## config.mk

```make
export PLATFORM = sky130hd
export DESIGN_NAME = agc_control_unit_flat
export DESIGN_NICKNAME = d
export VERILOG_FILES = /design/src/rtl/agc_pkg.sv /design/src/rtl/agc_control_unit_if.sv /design/src/rtl/ones_comp_adder.sv /design/src/rtl/agc_control_unit.sv /design/src/flat_wrapper.sv
export SDC_FILE = /design/constraint.sdc
export NUM_CORES = 1
export LEC_CHECK = 0
export BUFFER_PORTS_ARGS = -buffer_cell sky130_fd_sc_hd__buf_2
export CORE_MARGIN = 8
export CORE_UTILIZATION = 55
export DETAILED_ROUTE_END_ITERATION = 10
export PLACE_DENSITY_LB_ADDON = 0.2
export SLEW_MARGIN = 20
export SYNTH_ARGS = -nofsm -noshare
export SYNTH_HDL_FRONTEND = slang
export SYNTH_SLANG_ARGS = --single-unit
export TNS_END_PERCENT = 5
```

## constraint.sdc

```tcl
create_clock -name clk -period 6.2 [get_ports clk]
set_input_delay 0.62 -clock clk [delete_from_list [all_inputs] [get_ports clk]]
set_output_delay 0.62 -clock clk [all_outputs]
set_load 0.005 [all_outputs]
```

## src/rtl/agc_pkg.sv

```systemverilog
// Shared widths, opcode and state encodings for the AGC control unit.
package agc_pkg;

   localparam int unsigned WORD_W = 15;
   localparam int unsigned ADDR_W = 12;

   localparam logic [WORD_W-1:0] NEG_ZERO  = 15'h7FFF;
   localparam logic [WORD_W-1:0] MINUS_ONE = 15'h7FFE;

   typedef enum logic [2:0] {
      OP_TC    = 3'b000,
      OP_CCS   = 3'b001,
      OP_INDEX = 3'b010,
      OP_CA    = 3'b011,
      OP_CS    = 3'b100,
      OP_TS    = 3'b101,
      OP_AD    = 3'b110,
      OP_MASK  = 3'b111
   } opcode_e;

   typedef enum logic [1:0] {
      ST_IDLE,
      ST_ISSUE,
      ST_EXEC
   } state_e;

endpackage

```

## src/rtl/agc_control_unit_if.sv

```systemverilog
// Instruction handshake, memory bus and register observation signals.
interface agc_control_unit_if;
   import agc_pkg::*;

   logic              instr_valid;
   logic              instr_ready;
   logic [2:0]        opcode;
   logic [1:0]        qc;
   logic              pc;
   logic [ADDR_W-1:0] addr12;
   logic              mem_en;
   logic              mem_we;
   logic [ADDR_W-1:0] mem_addr;
   logic [WORD_W-1:0] mem_wdata;
   logic [WORD_W-1:0] mem_rdata;
   logic [ADDR_W-1:0] z_out;
   logic [WORD_W-1:0] a_out;
   logic [ADDR_W-1:0] q_out;
   logic              illegal;

   modport master (
      output instr_valid, opcode, qc, pc, addr12, mem_rdata,
      input  instr_ready, mem_en, mem_we, mem_addr, mem_wdata,
             z_out, a_out, q_out, illegal
   );

   modport slave (
      input  instr_valid, opcode, qc, pc, addr12, mem_rdata,
      output instr_ready, mem_en, mem_we, mem_addr, mem_wdata,
             z_out, a_out, q_out, illegal
   );

endinterface

```

## src/rtl/ones_comp_adder.sv

```systemverilog
// 15-bit ones-complement adder: carry out of the MSB is folded back in.
module ones_comp_adder
   import agc_pkg::*;
(
   input  logic [WORD_W-1:0] a_i,
   input  logic [WORD_W-1:0] b_i,
   output logic [WORD_W-1:0] sum_o
);

   logic [WORD_W:0] raw;

   always_comb begin
      raw   = {1'b0, a_i} + {1'b0, b_i};
      sum_o = raw[WORD_W-1:0] + {{(WORD_W-1){1'b0}}, raw[WORD_W]};
   end

endmodule

```

## src/rtl/agc_control_unit.sv

```systemverilog
// AGC-style control unit: accepts decoded instructions, sequences memory
// cycles and updates the Z, A, Q and index registers.
module agc_control_unit
   import agc_pkg::*;
(
   input  logic              clk,
   input  logic              rst_n,
   agc_control_unit_if.slave bus
);

   state_e            state_q, state_d;
   opcode_e           op_q, op_d;
   logic [ADDR_W-1:0] z_q, z_d, q_q, q_d, index_q, index_d, ea_q, ea_d;
   logic [WORD_W-1:0] a_q, a_d;
   logic              illegal_q, illegal_d;
   logic              init_q;
   logic              ready, accept;
   logic [WORD_W-1:0] k, add_a, add_b, add_sum, ccs_dec, ccs_a;
   logic [ADDR_W-1:0] ccs_skip;
   logic              unused_qc;

   assign unused_qc = ^bus.qc;
   assign k         = bus.mem_rdata;
   assign ready     = (state_q == ST_IDLE) && init_q;
   assign accept    = bus.instr_valid && ready;

   // AD adds A+K; CCS decrements |K| by adding ones-complement -1
   always_comb begin
      add_a = a_q;
      add_b = k;
      if (op_q != OP_AD) begin
         add_a = k[WORD_W-1] ? ~k : k;
         add_b = MINUS_ONE;
      end
   end

   ones_comp_adder u_add (
      .a_i   (add_a),
      .b_i   (add_b),
      .sum_o (add_sum)
   );

   // |K| = 1 yields -0 from the end-around adder; CCS wants +0 there
   assign ccs_dec = (add_sum == NEG_ZERO) ? '0 : add_sum;

   always_comb begin
      ccs_a    = ccs_dec;
      ccs_skip = 12'd1;
      if (k == '0) begin
         ccs_a    = '0;
         ccs_skip = 12'd2;
      end else if (k == NEG_ZERO) begin
         ccs_a    = '0;
         ccs_skip = 12'd4;
      end else if (k[WORD_W-1]) begin
         ccs_skip = 12'd3;
      end
   end

   always_comb begin
      state_d = state_q;
      unique case (state_q)
         ST_IDLE:  if (accept && !bus.pc)
                      state_d = (opcode_e'(bus.opcode) == OP_TC) ? ST_EXEC : ST_ISSUE;
         ST_ISSUE: state_d = (op_q == OP_TS) ? ST_IDLE : ST_EXEC;
         ST_EXEC:  state_d = ST_IDLE;
         default:  state_d = ST_IDLE;
      endcase
   end

   always_comb begin
      op_d      = op_q;
      ea_d      = ea_q;
      index_d   = index_q;
      z_d       = z_q;
      a_d       = a_q;
      q_d       = q_q;
      illegal_d = 1'b0;
      if (accept) begin
         op_d = opcode_e'(bus.opcode);
         ea_d = bus.addr12 + index_q;
         if (op_d != OP_INDEX) index_d = '0;
         if (bus.pc) begin
            illegal_d = 1'b1;
            z_d       = z_q + 12'd1;
         end
      end
      if (state_q == ST_ISSUE && op_q == OP_TS) z_d = z_q + 12'd1;
      if (state_q == ST_EXEC) begin
         z_d = z_q + 12'd1;
         case (op_q)
            OP_TC:    begin q_d = z_q + 12'd1; z_d = ea_q; end
            OP_CCS:   begin a_d = ccs_a; z_d = z_q + ccs_skip; end
            OP_INDEX: index_d = k[ADDR_W-1:0];
            OP_CA:    a_d = k;
            OP_CS:    a_d = ~k;
            OP_AD:    a_d = add_sum;
            OP_MASK:  a_d = a_q & k;
            default:  ;
         endcase
      end
   end

   always_ff @(posedge clk or negedge rst_n) begin
      if (!rst_n) begin
         state_q   <= ST_IDLE;
         op_q      <= OP_TC;
         ea_q      <= '0;
         index_q   <= '0;
         z_q       <= '0;
         a_q       <= '0;
         q_q       <= '0;
         illegal_q <= 1'b0;
         init_q    <= 1'b0;
      end else begin
         state_q   <= state_d;
         op_q      <= op_d;
         ea_q      <= ea_d;
         index_q   <= index_d;
         z_q       <= z_d;
         a_q       <= a_d;
         q_q       <= q_d;
         illegal_q <= illegal_d;
         init_q    <= 1'b1;
      end
   end

   assign bus.instr_ready = ready;
   assign bus.mem_en      = (state_q == ST_ISSUE);
   assign bus.mem_we      = (state_q == ST_ISSUE) && (op_q == OP_TS);
   assign bus.mem_addr    = ea_q;
   assign bus.mem_wdata   = a_q;
   assign bus.z_out       = z_q;
   assign bus.a_out       = a_q;
   assign bus.q_out       = q_q;
   assign bus.illegal     = illegal_q;

endmodule

```

## src/flat_wrapper.sv

```systemverilog
// flat-port wrapper written by rule: the top's interface ports become plain ports
module agc_control_unit_flat import agc_pkg::*;
  (clk, rst_n, bus_instr_valid, bus_opcode, bus_qc, bus_pc, bus_addr12, bus_mem_rdata, bus_instr_ready, bus_mem_en, bus_mem_we, bus_mem_addr, bus_mem_wdata, bus_z_out, bus_a_out, bus_q_out, bus_illegal);
  agc_control_unit_if bus_i ();
  input  logic clk;
  input  logic rst_n;
  input wire logic [$bits(bus_i.instr_valid)-1:0] bus_instr_valid;
  input wire logic [$bits(bus_i.opcode)-1:0] bus_opcode;
  input wire logic [$bits(bus_i.qc)-1:0] bus_qc;
  input wire logic [$bits(bus_i.pc)-1:0] bus_pc;
  input wire logic [$bits(bus_i.addr12)-1:0] bus_addr12;
  input wire logic [$bits(bus_i.mem_rdata)-1:0] bus_mem_rdata;
  output wire logic [$bits(bus_i.instr_ready)-1:0] bus_instr_ready;
  output wire logic [$bits(bus_i.mem_en)-1:0] bus_mem_en;
  output wire logic [$bits(bus_i.mem_we)-1:0] bus_mem_we;
  output wire logic [$bits(bus_i.mem_addr)-1:0] bus_mem_addr;
  output wire logic [$bits(bus_i.mem_wdata)-1:0] bus_mem_wdata;
  output wire logic [$bits(bus_i.z_out)-1:0] bus_z_out;
  output wire logic [$bits(bus_i.a_out)-1:0] bus_a_out;
  output wire logic [$bits(bus_i.q_out)-1:0] bus_q_out;
  output wire logic [$bits(bus_i.illegal)-1:0] bus_illegal;
  assign bus_i.instr_valid = bus_instr_valid;
  assign bus_i.opcode = bus_opcode;
  assign bus_i.qc = bus_qc;
  assign bus_i.pc = bus_pc;
  assign bus_i.addr12 = bus_addr12;
  assign bus_i.mem_rdata = bus_mem_rdata;
  assign bus_instr_ready = bus_i.instr_ready;
  assign bus_mem_en = bus_i.mem_en;
  assign bus_mem_we = bus_i.mem_we;
  assign bus_mem_addr = bus_i.mem_addr;
  assign bus_mem_wdata = bus_i.mem_wdata;
  assign bus_z_out = bus_i.z_out;
  assign bus_a_out = bus_i.a_out;
  assign bus_q_out = bus_i.q_out;
  assign bus_illegal = bus_i.illegal;
  agc_control_unit u_core (.clk(clk), .rst_n(rst_n), .bus(bus_i));
endmodule
```

==> impl_metrics.yaml, run 1 <==
run_status:
  status: "finished, final reports clean"
synth:
  syn-instance-count: 759
  synth_seq_cells: 70
  yosys_warnings: 0
  synth_area_sq_um: 6060
  syn_avg_cell_area_sq_um: 7.99
  ys_seq_area_frac: 0.289
  synthFlopType: "dfrtp_1"
  ys_async_sr_fraction: 1.00
  synth_edf_count: 0
  synth_nets: 830
  synth_cell_type_count: 75
worst_setup_path:
  crit_family: "compound AO/OA/AOI/OAI gates"
  cp.arrival_ps: 6070
  r2r_cells: 23
  crit_path_end: "u_core.bus.a_out[2]"
  path_depth: 23
  worst_setup_path_end_kind: "flop"
  r2r-end: "u_core.bus.a_out[2]"
  max_stage_delay_ps: 500
  startpoint_type: "flop"
  r2r_start: "u_core.op_q[0]"
  reg2reg_slack_ps: 370
  critPathBufInv: 1
  path_class: "flop to flop"
  path_cells: "nor2b_1 > nand2_2 > buf_4 > or2_2 > ha_1 > a211oi_2 > o211ai_2 > a211oi_1 > nor2_1 > o21a_1 > o21ai_0 > nand2b_1 > ha_1 > ha_1 > o2111ai_1 > a31oi_1 > and2_0 > nand4b_1 > a311oi_1 > o21ai_1 > o41ai_4 > a21oi_4 > a221o_1"
  cp_max_fo: 14
  crit_required_ps: 6440
  critPathLaunch: "u_core.op_q[0]"
  path_common_cell: "ha_1"
  cp_slowest_cell: "o41ai_4"
placement:
  place_area_sq_um: 6520
  dp_hpwl_um: 13600
  place_ws_ps: 393
  finalWeightedCongestion: 0.980
  portBuffers: 103
global_route:
  grt_overflow_total: 0
  grt_first_pass_wirelength_um: 28900
  grt_pass1_vias: 5790
  antenna_found_initial: 0
  grt_usage: 0.242
  grt_max_degree: 71
sta:
  min_period_over_period: 0.940
  rsz0062_at_grt: "no"
  min_period_ps: 5830
  fin_skew_ps: 15.4
  fin_ws_ps: 375
  fmax_ghz: 0.172
  worst_pin_slew_ps: 1000
  slew_violations: 0
  finalSetupViolCount: 0
  tns_ps: 0
  hold_viol: 0
  relSlewSlack: 0.332
drt:
  antenna_left: 0
  wl_per_cell_um: 18.4
  vias: 5912
  met2_wirelength_um: 8600
  wl_met1_um: 7380
  dr.first_iter.drc_count: 590
  drc: 0
  wl_met3_um: 1200
  drt-vias-per-instance: 6.14
  firstDrtPassIters: 7
  drt-total-wl_um: 17700
  highest_layer: "met4"
cts:
  cts-root-buf: "clkbuf_8"
  cts_inserted_buffers: 9
  clk_latency_ps: 360
  htreeDepth: 3
  hold_buffers: 0
  cts_tree: "built"
  cts_sinks: 70
  clkTransAtPathRegs_ps: 80
  cts_buffer_depth: 2
floorplan:
  pin_count: 106
  row_count: 38
  core_area_sq_um: 10800
  die-width_um: 121
  die_y_um: 121
  die-area_sq_um: 14600
  start_util: 0.562
job:
  maxCapViolCount: 0
power:
  p_leak_uw: 0.00291
  peakVddDrop_mv: 0.185
  power_density_nw_per_um2: 311
  power_uw: 2100
min_path:
  hold_start: "bus_pc"
  hold_path_class: "input port to flop"
final_layout:
  antenna_cells: 0
  nets: 890
  drive_above_1_share: 0.199
  syn2layout_area_growth_pct: 11.5
  stdcell_area_sq_um: 6760
placed cells by master, fill, tap and decap left out, types with 17 or more instances in the layout:
cell and count:
buf_2 103, nor2_1 76, dfrtp_1 70, nand2_1 69, a21oi_1 64, o21ai_0 55
xnor2_1 41, ha_1 32, inv_1 30, nand3_1 20, or2_2 17
per-layer routing:
layer | vias to the layer above | global-route usage
met5 | - | 0
met4 | 0 | 0.103
met3 | 39 | 0.0405
met2 | 245 | 0.415
met1 | 2808 | 0.294
li1 | 2820 | -
synthesized netlist by cell type (all sizes together), types with 5 or more instances:
master | n | share of area
a211oi | 8 | 0.0099
a21o | 5 | 0.0062
a21oi | 66 | 0.055
a221o | 12 | 0.020
a22o | 13 | 0.019
a31oi | 5 | 0.0052
and2 | 5 | 0.0052
and3 | 12 | 0.012
buf | 30 | 0.030
clkbuf | 36 | 0.022
dfrtp | 70 | 0.29
ha | 32 | 0.066
inv | 30 | 0.019
nand2 | 70 | 0.043
nand2b | 8 | 0.0083
nand3 | 20 | 0.017
nand4 | 11 | 0.011
nor2 | 76 | 0.047
nor2b | 7 | 0.0072
nor3 | 13 | 0.011
nor4 | 8 | 0.011
o2111ai | 6 | 0.011
o211ai | 5 | 0.0070
o21a | 5 | 0.0062
o21ai | 61 | 0.050
or2 | 18 | 0.019
or3 | 5 | 0.0052
xnor2 | 42 | 0.062
xor2 | 16 | 0.023
power by group:
group          internal [uW]  leakage, uW  switching [uW]  total, uW
Clock                    195    0.0000983             193        388
Sequential               562     0.000860             149        711
Combinational            433      0.00195             572       1000
Total                   1190      0.00291             914       2100
through the flow:
stage,util,hold slack [ps],cells
final,0.626,434,963
after global routing,0.626,436,963
after CTS,0.623,425,963
after detailed placement,0.604,466,948
after global placement,0.604,456,948
after floorplan,-,324,759
logic make-up after synthesis:
| family | synth area share |
|---|---|
| simple gates | 0.220 |
| other cells | 0.000619 |
| mux | 0.00846 |
| xor+xnor | 0.0888 |
| flops | 0.289 |
| fa+ha+maj | 0.0760 |
| compound gates | 0.246 |
| buf+inv | 0.0712 |
worst min path at each step:
stage | to | slack, ps | depth (start not counted)
6_report | u_core.state_q[0] | 430 | 2
5_1_grt | u_core.state_q[0] | 440 | 2
4_1_cts | u_core.state_q[0] | 430 | 2
3_5_place_dp | u_core.bus.q_out[2] | 470 | 2
3_3_place_gp | u_core.bus.q_out[0] | 460 | 2
2_1_floorplan | u_core.bus.a_out[0] | 320 | 0
sequential cells by signal, summed over array words and instances (netlist names):
signal and count:
u_core.state_q 2, u_core.op_q 3, u_core.bus.illegal 1, u_core.index_q 12, u_core.bus.mem_addr 12, u_core.bus.q_out 12
u_core.bus.a_out 15, u_core.bus.z_out 12, u_core.init_q 1
final cells by class:
| cell class | count | area [sq um] |
|---|---|---|
| clock buffer | 10 | 138 |
| clock inverter | 5 | 60.1 |
| fill | 976 | 4040 |
| inverter | 30 | 113 |
| multi-input combinational | 593 | 3910 |
| sequential | 70 | 1750 |
| tap | 140 | 175 |
| timing repair buffer | 115 | 606 |
worst register-to-register path, stage by stage, from the launching register on:
cell and delay, ps:
dfrtp_1 380, nor2b_1 300, nand2_2 190, buf_4 220, or2_2 290, ha_1 420
a211oi_2 320, o211ai_2 150, a211oi_1 220, nor2_1 70, o21a_1 170, o21ai_0 140
nand2b_1 110, ha_1 230, ha_1 220, o2111ai_1 110, a31oi_1 90, and2_0 290
nand4b_1 230, a311oi_1 290, o21ai_1 190, o41ai_4 500, a21oi_4 200, a221o_1 380
timing repair:
item,in CTS,in global routing
hold endpoints to repair,0,0
resized for setup,0,6
setup buffers,0,0
endpoints found under the setup margin,0,12
(Power assumes the default switching activity.)
==> run 2: changes to the inputs <==
--- a/config.mk
+++ b/config.mk
@@ -5,10 +5,10 @@
 export SDC_FILE = /design/constraint.sdc
 export NUM_CORES = 1
 export LEC_CHECK = 0
-export BUFFER_PORTS_ARGS = -buffer_cell sky130_fd_sc_hd__buf_2
 export CORE_MARGIN = 8
 export CORE_UTILIZATION = 55
 export DETAILED_ROUTE_END_ITERATION = 10
+export DONT_BUFFER_PORTS = 1
 export PLACE_DENSITY_LB_ADDON = 0.2
 export SLEW_MARGIN = 20
 export SYNTH_ARGS = -nofsm -noshare
==> run 2 against run 1 <==
  * Global-route usage is 0.47 points lower
  * First-iteration DRC count down 19%
  * Routed wire length shrank 1.7%
  * Non-clock buffer count down 104
  * Count of clock-buffer cells in the layout fell by 1
  * Worst hold slack got worse by 300 ps
  * Fmax grew 1.5%
  * Critical path type unchanged
  * Critical endpoint is now u_core.bus.a_out[13]
  * Largest cell class unchanged
==> impl_metrics.yaml, run 2 (synthesis gave the netlist of run 1 again) <==
run_status:
  status: "finished, final reports clean"
drt:
  drt-vias-per-instance: 6.47
  dr.first_iter.drc_count: 480
  vias: 5564
  wl_per_cell_um: 20.3
  firstDrtPassIters: 6
  drc: 0
  antenna_left: 0
  drt-total-wl_um: 17400
final_layout:
  antenna_cells: 0
  nFillCells: 952
  largest_reg_flops: 15
  seq_area_sq_um: 1750
  multiInputGateArea_sq_um: 3900
  stdcell_area_sq_um: 6260
  final_cells: 860
  final_cell_mix: "76 x nor2_1, 70 x nand2_1, 70 x dfrtp_1, 64 x a21oi_1, 55 x o21ai_0"
  drive_above_1_share: 0.0806
  nets: 786
  syn2layout_area_growth_pct: 3.32
  final_common_cell: "nor2_1"
cts:
  cts_tree: "built"
  cts_sinks: 70
  cts_inserted_buffers: 9
  cts_setup_buffers: 0
  cts-root-buf: "clkbuf_8"
  htreeDepth: 3
  clk_latency_ps: 360
  clkTransAtPathRegs_ps: 90
  cts_buffer_depth: 2
sta:
  fin_skew_ps: 19.3
  worst_pin_slew_ps: 1000
  tns_ps: 0
  min_period_ps: 5740
  finalSetupViolCount: 0
  relSlewSlack: 0.328
  slew_violations: 0
  fmax_ghz: 0.174
  min_period_over_period: 0.925
  rsz0062_at_grt: "no"
  hold_viol: 0
power:
  peakVddDrop_mv: 0.147
  p_leak_uw: 0.00252
  power_density_nw_per_um2: 323
global_route:
  grt_first_pass_wirelength_um: 27800
  grt_pass1_vias: 5341
  antenna_found_initial: 0
  grt_overflow_total: 0
  grt_max_degree: 71
  grt_usage: 0.238
floorplan:
  pin_count: 106
  row_count: 38
  start_util: 0.562
  die-width_um: 121
  die-area_sq_um: 14600
  die_y_um: 121
  core_area_sq_um: 10800
worst_setup_path:
  worst_setup_path_end_kind: "flop"
  crit_required_ps: 6450
  path_class: "flop to flop"
  cp.arrival_ps: 5990
  cp_max_fo: 14
  startpoint_type: "flop"
placement:
  portBuffers: 0
  dp.cells: 843
  finalWeightedCongestion: 0.937
  dp_hpwl_um: 13200
  place_area_sq_um: 5990
job:
  maxCapViolCount: 0
min_path:
  hold_path_class: "input port to asynchronous set/reset pin"
==> run 2: final timing paths <==
path	start	end	slack (ps)	depth (start not counted)
min in group clk	bus_pc	u_core.state_q[0]	320	1
max in group asynchronous	rst_n	u_core.bus.a_out[14]	5770	1
hold reg to reg	u_core.bus.q_out[5]	u_core.bus.q_out[5]	520	2
hold / removal	rst_n	u_core.init_q	140	1
setup reg to reg	u_core.op_q[0]	u_core.bus.a_out[13]	460	23
setup / recovery	u_core.op_q[0]	u_core.bus.a_out[13]	460	23
==> run 2: area by class of cell <==
class,instances,share of cell area
tap,140,0.0280
multi-input combinational,593,0.623
sequential,70,0.280
inverter,30,0.0180
clock buffer,9,0.0198
clock inverter,7,0.0154
timing repair buffer,11,0.0164
==> run 2: what timing repair did <==
action,CTS,global route
setup endpoints to repair,0,12
gates resized for setup,0,4
endpoints found under the hold margin,70,0
hold buffers,1,0
==> run 2: stage by stage <==
step	util	setup WS, ps	hold slack [ps]	power, uW
after floorplan	-	614	324	1390
after global placement	0.555	426	327	1540
after detailed placement	0.555	374	327	1570
after CTS	0.578	349	148	2010
after global routing	0.580	5.27	154	2170
final	0.580	462	139	2020
==> run 2: power breakdown <==
part	total [uW]	switching [uW]	internal [uW]
Clock	432	203	229
Sequential	749	187	562
Combinational	843	490	352
==> run 2: layer usage <==
layer  GRT usage  share of wire  vias to the layer above
met2       0.404           0.48                      221
met4      0.0976          0.033                        0
met1       0.283           0.41                     2681
met3      0.0540          0.078                       52
li1            -              -                     2610
met5           0              0                        -
==> run 2: critical path: stages, from the launching register on <==
cell and delay [ps]:
dfrtp_1 380, nor2b_1 260, nand2_1 240, buf_4 240
or2_2 280, ha_1 410, a211oi_1 380, o211ai_2 160
a211oi_1 240, nor2_1 70, o21a_1 190, o21ai_0 150
nand2b_1 100, ha_1 230, ha_1 220, o2111ai_1 90
a31oi_1 80, and2_1 240, or3_1 330, mux2i_1 150
a32oi_1 130, o41ai_4 490, a21oi_4 200, a221o_1 380
